$ cat src/rtl/mdio_slave_regs.sv
// Clause-22 MDIO management slave with a local 16-bit register file and a local update port.
// Optional: define MDIO_PREAMBLE_SUPPRESS_EN to accept a frame start after a single preamble one.
module mdio_slave_regs #(
    parameter logic [4:0]  PHY_ADDR = 5'd1,
    parameter int          NUM_REGS = 32,
    parameter logic [31:0] RO_MASK  = 32'h0
) (
    input  logic        clk,
    input  logic        reset,
    input  logic        mdc,
    input  logic        mdio_i,
    output logic        mdio_o,
    output logic        mdio_oe,
    input  logic        usr_we,
    input  logic [4:0]  usr_addr,
    input  logic [15:0] usr_wdata,
    output logic        wr_stb,
    output logic [4:0]  wr_addr,
    output logic [15:0] wr_data,
    output logic        frame_err
);

`ifdef MDIO_PREAMBLE_SUPPRESS_EN
    localparam logic [5:0] PRE_MIN = 6'd1;
`else
    localparam logic [5:0] PRE_MIN = 6'd32;
`endif

    typedef enum logic [2:0] {
        S_IDLE, S_ST1, S_OP, S_PHYAD, S_REGAD, S_TA, S_DATA
    } state_t;

    function automatic logic addr_impl(input logic [4:0] a);
        return ({27'd0, a} < 32'(NUM_REGS));
    endfunction

    logic        mdc_q1_r, mdc_q2_r, mdc_q3_r;
    logic        mdio_q1_r, mdio_q2_r, mdio_d_r;
    state_t      state_r, state_s;
    logic [5:0]  pre_cnt_r, pre_cnt_s;
    logic [3:0]  bit_cnt_r, bit_cnt_s;
    logic [14:0] sh_r;
    logic        is_read_r, is_read_s;
    logic        phy_match_r, phy_match_s;
    logic [4:0]  regad_r, regad_s;
    logic        err_s, latch_rd_s, start_rd_s, commit_s;
    logic        rise_s, fall_s;
    logic [15:0] field_s;
    logic [15:0] rd_mux_s;
    logic [15:0] regs_r [NUM_REGS];
    logic [15:0] drv_sh_r;
    logic        drv_act_r;
    logic [4:0]  drv_cnt_r;
    logic        mdio_o_r, mdio_oe_r, wr_stb_r, frame_err_r;
    logic [4:0]  wr_addr_r;
    logic [15:0] wr_data_r;

    assign rise_s  = mdc_q2_r & ~mdc_q3_r;
    assign fall_s  = ~mdc_q2_r & mdc_q3_r;
    assign field_s = {sh_r, mdio_d_r};

    // Synchronisers for mdc and mdio plus the extra mdio delay stage.
    always_ff @(posedge clk or posedge reset) begin
        if (reset) begin
            {mdc_q1_r, mdc_q2_r, mdc_q3_r}   <= 3'b000;
            {mdio_q1_r, mdio_q2_r, mdio_d_r} <= 3'b000;
        end else begin
            {mdc_q1_r, mdc_q2_r, mdc_q3_r}   <= {mdc, mdc_q1_r, mdc_q2_r};
            {mdio_q1_r, mdio_q2_r, mdio_d_r} <= {mdio_i, mdio_q1_r, mdio_q2_r};
        end
    end

    // Frame decoder next-state and per-rise events.
    always_comb begin
        state_s     = state_r;
        pre_cnt_s   = pre_cnt_r;
        bit_cnt_s   = bit_cnt_r;
        is_read_s   = is_read_r;
        phy_match_s = phy_match_r;
        regad_s     = regad_r;
        err_s       = 1'b0;
        latch_rd_s  = 1'b0;
        start_rd_s  = 1'b0;
        commit_s    = 1'b0;
        if (rise_s) begin
            case (state_r)
                S_IDLE: begin
                    if (mdio_d_r) begin
                        pre_cnt_s = (pre_cnt_r == 6'd32) ? pre_cnt_r : pre_cnt_r + 6'd1;
                    end else if (pre_cnt_r >= PRE_MIN) begin
                        state_s   = S_ST1;
                        pre_cnt_s = 6'd0;
                    end else begin
                        pre_cnt_s = 6'd0;
                    end
                end
                S_ST1: begin
                    bit_cnt_s = 4'd0;
                    if (mdio_d_r) begin
                        state_s = S_OP;
                    end else begin
                        err_s   = 1'b1;
                        state_s = S_IDLE;
                    end
                end
                S_OP: begin
                    if (bit_cnt_r == 4'd0) begin
                        bit_cnt_s = 4'd1;
                    end else if (field_s[1:0] == 2'b10 || field_s[1:0] == 2'b01) begin
                        is_read_s = field_s[1];
                        bit_cnt_s = 4'd0;
                        state_s   = S_PHYAD;
                    end else begin
                        err_s   = 1'b1;
                        state_s = S_IDLE;
                    end
                end
                S_PHYAD: begin
                    if (bit_cnt_r == 4'd4) begin
                        phy_match_s = (field_s[4:0] == PHY_ADDR);
                        bit_cnt_s   = 4'd0;
                        state_s     = S_REGAD;
                    end else begin
                        bit_cnt_s = bit_cnt_r + 4'd1;
                    end
                end
                S_REGAD: begin
                    if (bit_cnt_r == 4'd4) begin
                        regad_s    = field_s[4:0];
                        latch_rd_s = 1'b1;
                        bit_cnt_s  = 4'd0;
                        state_s    = S_TA;
                    end else begin
                        bit_cnt_s = bit_cnt_r + 4'd1;
                    end
                end
                S_TA: begin
                    if (bit_cnt_r == 4'd0) begin
                        bit_cnt_s  = 4'd1;
                        start_rd_s = is_read_r & phy_match_r;
                    end else if (!is_read_r && phy_match_r && field_s[1:0] != 2'b10) begin
                        err_s   = 1'b1;
                        state_s = S_IDLE;
                    end else begin
                        bit_cnt_s = 4'd0;
                        state_s   = S_DATA;
                    end
                end
                S_DATA: begin
                    if (bit_cnt_r == 4'd15) begin
                        // A write that lands on an unimplemented or read-only address is dropped.
                        commit_s = ~is_read_r & phy_match_r & addr_impl(regad_r) & ~RO_MASK[regad_r];
                        state_s  = S_IDLE;
                    end else begin
                        bit_cnt_s = bit_cnt_r + 4'd1;
                    end
                end
                default: begin
                    state_s   = S_IDLE;
                    pre_cnt_s = 6'd0;
                end
            endcase
        end else begin
            state_s = state_r;
        end
    end

    // Frame decoder state registers and bit shifter.
    always_ff @(posedge clk or posedge reset) begin
        if (reset) begin
            state_r     <= S_IDLE;
            pre_cnt_r   <= 6'd0;
            bit_cnt_r   <= 4'd0;
            sh_r        <= 15'd0;
            is_read_r   <= 1'b0;
            phy_match_r <= 1'b0;
            regad_r     <= 5'd0;
        end else begin
            state_r     <= state_s;
            pre_cnt_r   <= pre_cnt_s;
            bit_cnt_r   <= bit_cnt_s;
            is_read_r   <= is_read_s;
            phy_match_r <= phy_match_s;
            regad_r     <= regad_s;
            if (rise_s) begin
                sh_r <= field_s[14:0];
            end
        end
    end

    // Read mux; unimplemented addresses read as all ones.
    always_comb begin
        rd_mux_s = 16'hFFFF;
        for (int i = 0; i < NUM_REGS; i++) begin
            rd_mux_s = (field_s[4:0] == 5'(i)) ? regs_r[i] : rd_mux_s;
        end
    end

    // Read-response driver: turnaround zero, 16 data bits, then release.
    always_ff @(posedge clk or posedge reset) begin
        if (reset) begin
            drv_sh_r  <= 16'd0;
            drv_act_r <= 1'b0;
            drv_cnt_r <= 5'd0;
            mdio_o_r  <= 1'b0;
            mdio_oe_r <= 1'b0;
        end else begin
            if (latch_rd_s) begin
                drv_sh_r <= rd_mux_s;
            end
            if (start_rd_s) begin
                drv_act_r <= 1'b1;
                drv_cnt_r <= 5'd0;
            end else if (fall_s && drv_act_r) begin
                drv_cnt_r <= drv_cnt_r + 5'd1;
                if (drv_cnt_r == 5'd0) begin
                    mdio_oe_r <= 1'b1;
                    mdio_o_r  <= 1'b0;
                end else if (drv_cnt_r == 5'd17) begin
                    mdio_oe_r <= 1'b0;
                    mdio_o_r  <= 1'b0;
                    drv_act_r <= 1'b0;
                end else begin
                    mdio_o_r <= drv_sh_r[15];
                    drv_sh_r <= {drv_sh_r[14:0], 1'b0};
                end
            end
        end
    end

    // Register file; the local port overrides a simultaneous MDIO commit.
    always_ff @(posedge clk or posedge reset) begin
        if (reset) begin
            for (int i = 0; i < NUM_REGS; i++) begin
                regs_r[i] <= {8'(i + 1), 8'(i)};
            end
        end else begin
            for (int i = 0; i < NUM_REGS; i++) begin
                if (usr_we && usr_addr == 5'(i)) begin
                    regs_r[i] <= usr_wdata;
                end else if (commit_s && regad_r == 5'(i)) begin
                    regs_r[i] <= field_s;
                end
            end
        end
    end

    // Commit strobe and framing error outputs.
    always_ff @(posedge clk or posedge reset) begin
        if (reset) begin
            wr_stb_r    <= 1'b0;
            wr_addr_r   <= 5'd0;
            wr_data_r   <= 16'd0;
            frame_err_r <= 1'b0;
        end else begin
            wr_stb_r    <= commit_s;
            frame_err_r <= err_s;
            if (commit_s) begin
                wr_addr_r <= regad_r;
                wr_data_r <= field_s;
            end
        end
    end

    assign mdio_o    = mdio_o_r;
    assign mdio_oe   = mdio_oe_r;
    assign wr_stb    = wr_stb_r;
    assign wr_addr   = wr_addr_r;
    assign wr_data   = wr_data_r;
    assign frame_err = frame_err_r;

endmodule

$ cat config.mk
export PLATFORM = sky130hd
export DESIGN_NAME = mdio_slave_regs
export DESIGN_NICKNAME = d
export VERILOG_FILES = /design/src/rtl/mdio_slave_regs.sv
export SDC_FILE = /design/constraint.sdc
export NUM_CORES = 2
export LEC_CHECK = 0
export ABC_AREA = 1
export ABC_CLOCK_PERIOD_IN_PS = 59300
export BUFFER_PORTS_ARGS = -buffer_cell sky130_fd_sc_hd__buf_2
export CORE_ASPECT_RATIO = 1.4
export CORE_MARGIN = 8
export CORE_UTILIZATION = 65
export CTS_CLUSTER_DIAMETER = 50
export CTS_CLUSTER_SIZE = 40
export DETAILED_ROUTE_END_ITERATION = 8
export MAX_ROUTING_LAYER = met4
export PLACE_DENSITY = 0.82
export SETUP_SLACK_MARGIN = 0.5
export SLEW_MARGIN = 20
export SYNTH_ARGS = -nofsm -noshare
export SYNTH_HDL_FRONTEND = slang
export SYNTH_SLANG_ARGS = --single-unit
$ cat constraint.sdc
create_clock -name clk -period 59.3 [get_ports clk]
set_clock_uncertainty 0.1 [all_clocks]
set_input_delay 11.86 -clock clk [delete_from_list [all_inputs] [get_ports clk]]
set_output_delay 11.86 -clock clk [all_outputs]
set_load 0.005 [all_outputs]
==> results.sh <==
export IMPL_grt_pass1_wl_mm=182
export IMPL_crit_reg2reg_launch="mdio_d_r"
export IMPL_gp_congestion=0.987
export IMPL_die_y_um=288
export IMPL_maxSlewHeadroom=0.153
export IMPL_cts_buffers=45
export IMPL_grt_ovfl_total=0
export IMPL_critical_path_class="input pin to register"
export IMPL_yosysWarnings=0
export IMPL_gr_usage_met1=0.477
export IMPL_area_delta_synth_final_pct=5.96
export IMPL_r2r_setup_slack_ns=53.19
export IMPL_port_buffers=50
export IMPL_postSynth_asyncResetShare=1.00
export IMPL_wl_per_cell_um=22.3
export IMPL_drtPass1Iterations=6
export IMPL_finalCritPeriodShare=0.255
export IMPL_grt_util_met3=0.0983
export IMPL_ir_drop_mv=0.0366
export IMPL_busiest_layer="met2"
export IMPL_synth_top_area_share=0.321
export IMPL_synthCells=4795
export IMPL_synth_edf_count=0
export IMPL_crit_arrival_ns=15.52
export IMPL_maxCapViolations=0
export IMPL_p_per_area_nw_per_um2=33.9
export IMPL_placementRows=99
export IMPL_cts_sinks=600
export IMPL_holdWs_ns=0.251
export IMPL_timing_final_max_slew_violations=0
export IMPL_r2r_cells=42
export IMPL_final_nets=4600
export IMPL_totalPowerFinal_mw=1.23
export IMPL_synth_ff_type="dfrtp_1"
export IMPL_dpl_hpwl_mm=72.0
export IMPL_antenna_violating_nets_post_route=0
export IMPL_path_delay_family="simple AND/OR/NAND/NOR gates"
export IMPL_critPathCapture="regs_r[183]"
export IMPL_worstPathRequired_ns=59.70
export IMPL_use_met2=0.577
export IMPL_ys_top_cells_by_area="dfrtp_1 32%, nand2_1 14%, dfstp_2 12%, o21ai_0 7.1%, inv_1 5.2%"
export IMPL_first_iter_violations=4529
export IMPL_start_util=0.657
export IMPL_crit_buf_inv=2
export IMPL_synth_seq_cells=600
export IMPL_cp_num_cells=8
export IMPL_max_stage_delay_ns=0.93
export IMPL_timing_final_crit_period_ns=15.12
export IMPL_cts_path_max_buffers=3
export IMPL_wirelength_mm=118
export IMPL_tightestPinTransition_ns=1.27
export IMPL_cts_resized=0
export IMPL_grt_pass1_vias=31758
export IMPL_pin_count=51
export IMPL_path_max_fanout=32
export IMPL_grt_start_max_net_pins=132
export IMPL_seq_area_frac_synth=0.444
export IMPL_insertion_delay_ns=0.61
export IMPL_cts_tree="yes"
export IMPL_htreeDepth=2
export IMPL_grt_use_total=0.398
export IMPL_worst_r2r_endpoint="drv_sh_r[8]"
export IMPL_drc_errors=0
export IMPL_fp_dieArea_um2=60400
export IMPL_post_cts_setup_buffers=0
export IMPL_rsz0062_at_grt="no"
export IMPL_dieWidth_um=210
export IMPL_syn_avg_cell_area_um2=7.14
export IMPL_hold_viol=0
export IMPL_setup_viol=0
export IMPL_fmax_ghz=0.0662
export IMPL_via_per_inst=6.35
export IMPL_status="finished, final reports clean"
export IMPL_leakage_nw=17.0
export IMPL_fillers=4369
export IMPL_synthDistinctLibCells=43
export IMPL_antenna_found_initial=1
export IMPL_synth_cell_area_um2=34200
export IMPL_tns_ns=0
export IMPL_vias=33716
export IMPL_synthesis_nets=4832
export IMPL_cts_root_buf="clkbuf_16"
export IMPL_startpoint="usr_addr[0]"
export IMPL_yosys_area_top_type="dfrtp_1"
export IMPL_path_clk_slew_ns=0.08
export IMPL_crit_chain="buf_2 > nor2_1 > inv_1 > nor2_1 > nand2_1 > nand2_1 > o211ai_1 > o21ai_0"
export IMPL_core_um2=52100
export IMPL_drive_above_1_share=0.101
export IMPL_crit_slowest_cell="nand2_1"
export IMPL_cts_hold_buffers_added=0
export IMPL_startpoint_type="input pin"
export IMPL_hold_path_class="register to register"
export IMPL_end_kind="register"
-- cell families (layout without fill, tap and decap cells) --
kind of cell             Yosys count  after routing  share of synthesized area
buffers and inverters            895            697                      0.102
flip-flops                       600            600                      0.444
AND/OR/NAND/NOR                 2058           2058                      0.242
adder cells (fa/ha/maj)           11             11                    0.00402
other                              0              2                          0
AO/OA/AOI/OAI                   1229           1229                      0.207
XOR/XNOR                           2              2                   0.000512
-- registers in the layout, summed over array words and instances, names as in the netlist, 3 cells and up --
register	cells
pre_cnt_r	6
drv_sh_r	16
regad_r	5
sh_r	15
wr_data	16
bit_cnt_r	4
state_r	3
drv_cnt_r	5
wr_addr	5
regs_r	512
-- cell usage in the layout (no fill, tap or decap), drive strengths merged, types with 2 or more instances in the layout --
| cell | count |
|---|---|
| a21oi | 237 |
| a22oi | 2 |
| a31oi | 219 |
| buf | 125 |
| bufinv | 2 |
| clkbuf | 50 |
| clkinv | 17 |
| clkinvlp | 4 |
| dfrtp | 439 |
| dfstp | 161 |
| diode | 2 |
| ha | 11 |
| inv | 499 |
| nand2 | 1318 |
| nand3 | 306 |
| nand4 | 21 |
| nor2 | 394 |
| nor3 | 13 |
| nor4 | 2 |
| o211ai | 227 |
| o21ai | 519 |
| o21bai | 4 |
| o22ai | 7 |
| o31ai | 10 |
| or2 | 3 |
| xor2 | 2 |
-- synthesized netlist by cell type, types with 5 or more instances --
| cell | number |
|---|---|
| inv_1 | 472 |
| clkinv_1 | 6 |
| nand2_1 | 1312 |
| a21oi_1 | 230 |
| nand4_1 | 21 |
| o211ai_1 | 227 |
| nor2_4 | 7 |
| a31oi_1 | 219 |
| o22ai_1 | 7 |
| clkbuf_1 | 354 |
| ha_1 | 11 |
| buf_1 | 15 |
| nand2_2 | 6 |
| dfstp_2 | 161 |
| dfrtp_1 | 439 |
| o31ai_1 | 10 |
| buf_4 | 5 |
| nand3_1 | 302 |
| nor3_1 | 12 |
| inv_2 | 12 |
| nor2_1 | 384 |
| a21oi_2 | 7 |
| o21ai_1 | 28 |
| o21ai_0 | 488 |
| buf_2 | 17 |
| buf_6 | 10 |
-- layer usage --
layer / part of all wire / vias to the layer above
met2: 0.43 / 2217
met4: 0.093 / 0
met3: 0.13 / 684
li1: - / 15244
met5: 0 / -
met1: 0.36 / 15571
-- area by class of cell --
| cell class | instances | area [um2] | share of cell area |
|---|---|---|---|
| Antenna cell | 2 | 5.00 | 0.000138 |
| Clock buffer | 50 | 1180 | 0.0327 |
| Clock inverter | 31 | 325 | 0.00897 |
| Inverter | 491 | 1850 | 0.0511 |
| Multi-Input combinational cell | 3300 | 15900 | 0.439 |
| Sequential cell | 600 | 15200 | 0.419 |
| Tap cell | 707 | 885 | 0.0244 |
| Timing Repair Buffer | 125 | 878 | 0.0242 |
-- worst min-delay path by stage --
stage / startpoint / endpoint / slack (ns) / cells after the start
final: mdc_q1_r / mdc_q2_r / 0.25 / 0
after global routing: mdc_q1_r / mdc_q2_r / 0.26 / 0
after CTS: mdc_q1_r / mdc_q2_r / 0.25 / 0
after detailed placement: mdc_q1_r / mdc_q2_r / 0.24 / 0
after global placement: mdio_q1_r / mdio_q2_r / 0.23 / 0
after floorplan: mdc_q1_r / mdc_q2_r / 0.23 / 0
-- power by group --
group	internal, mW	switching [mW]	total, mW
registers	0.517	0.0426	0.560
logic	0.0985	0.243	0.342
clock network	0.160	0.169	0.329
-- per-stage QoR --
step | util | area (um2) | setup slack [ns] | instances
4_1_cts | 0.691 | 36000 | 44.33 | 5294
3_5_place_dp | 0.662 | 34500 | 43.74 | 5213
6_report | 0.696 | 36300 | 44.18 | 5306
3_3_place_gp | 0.661 | 34500 | 43.80 | 5213
5_1_grt | 0.696 | 36300 | 43.71 | 5305
2_1_floorplan | - | 34200 | 30.81 | 4795
Power figures use the tool's default switching activity.
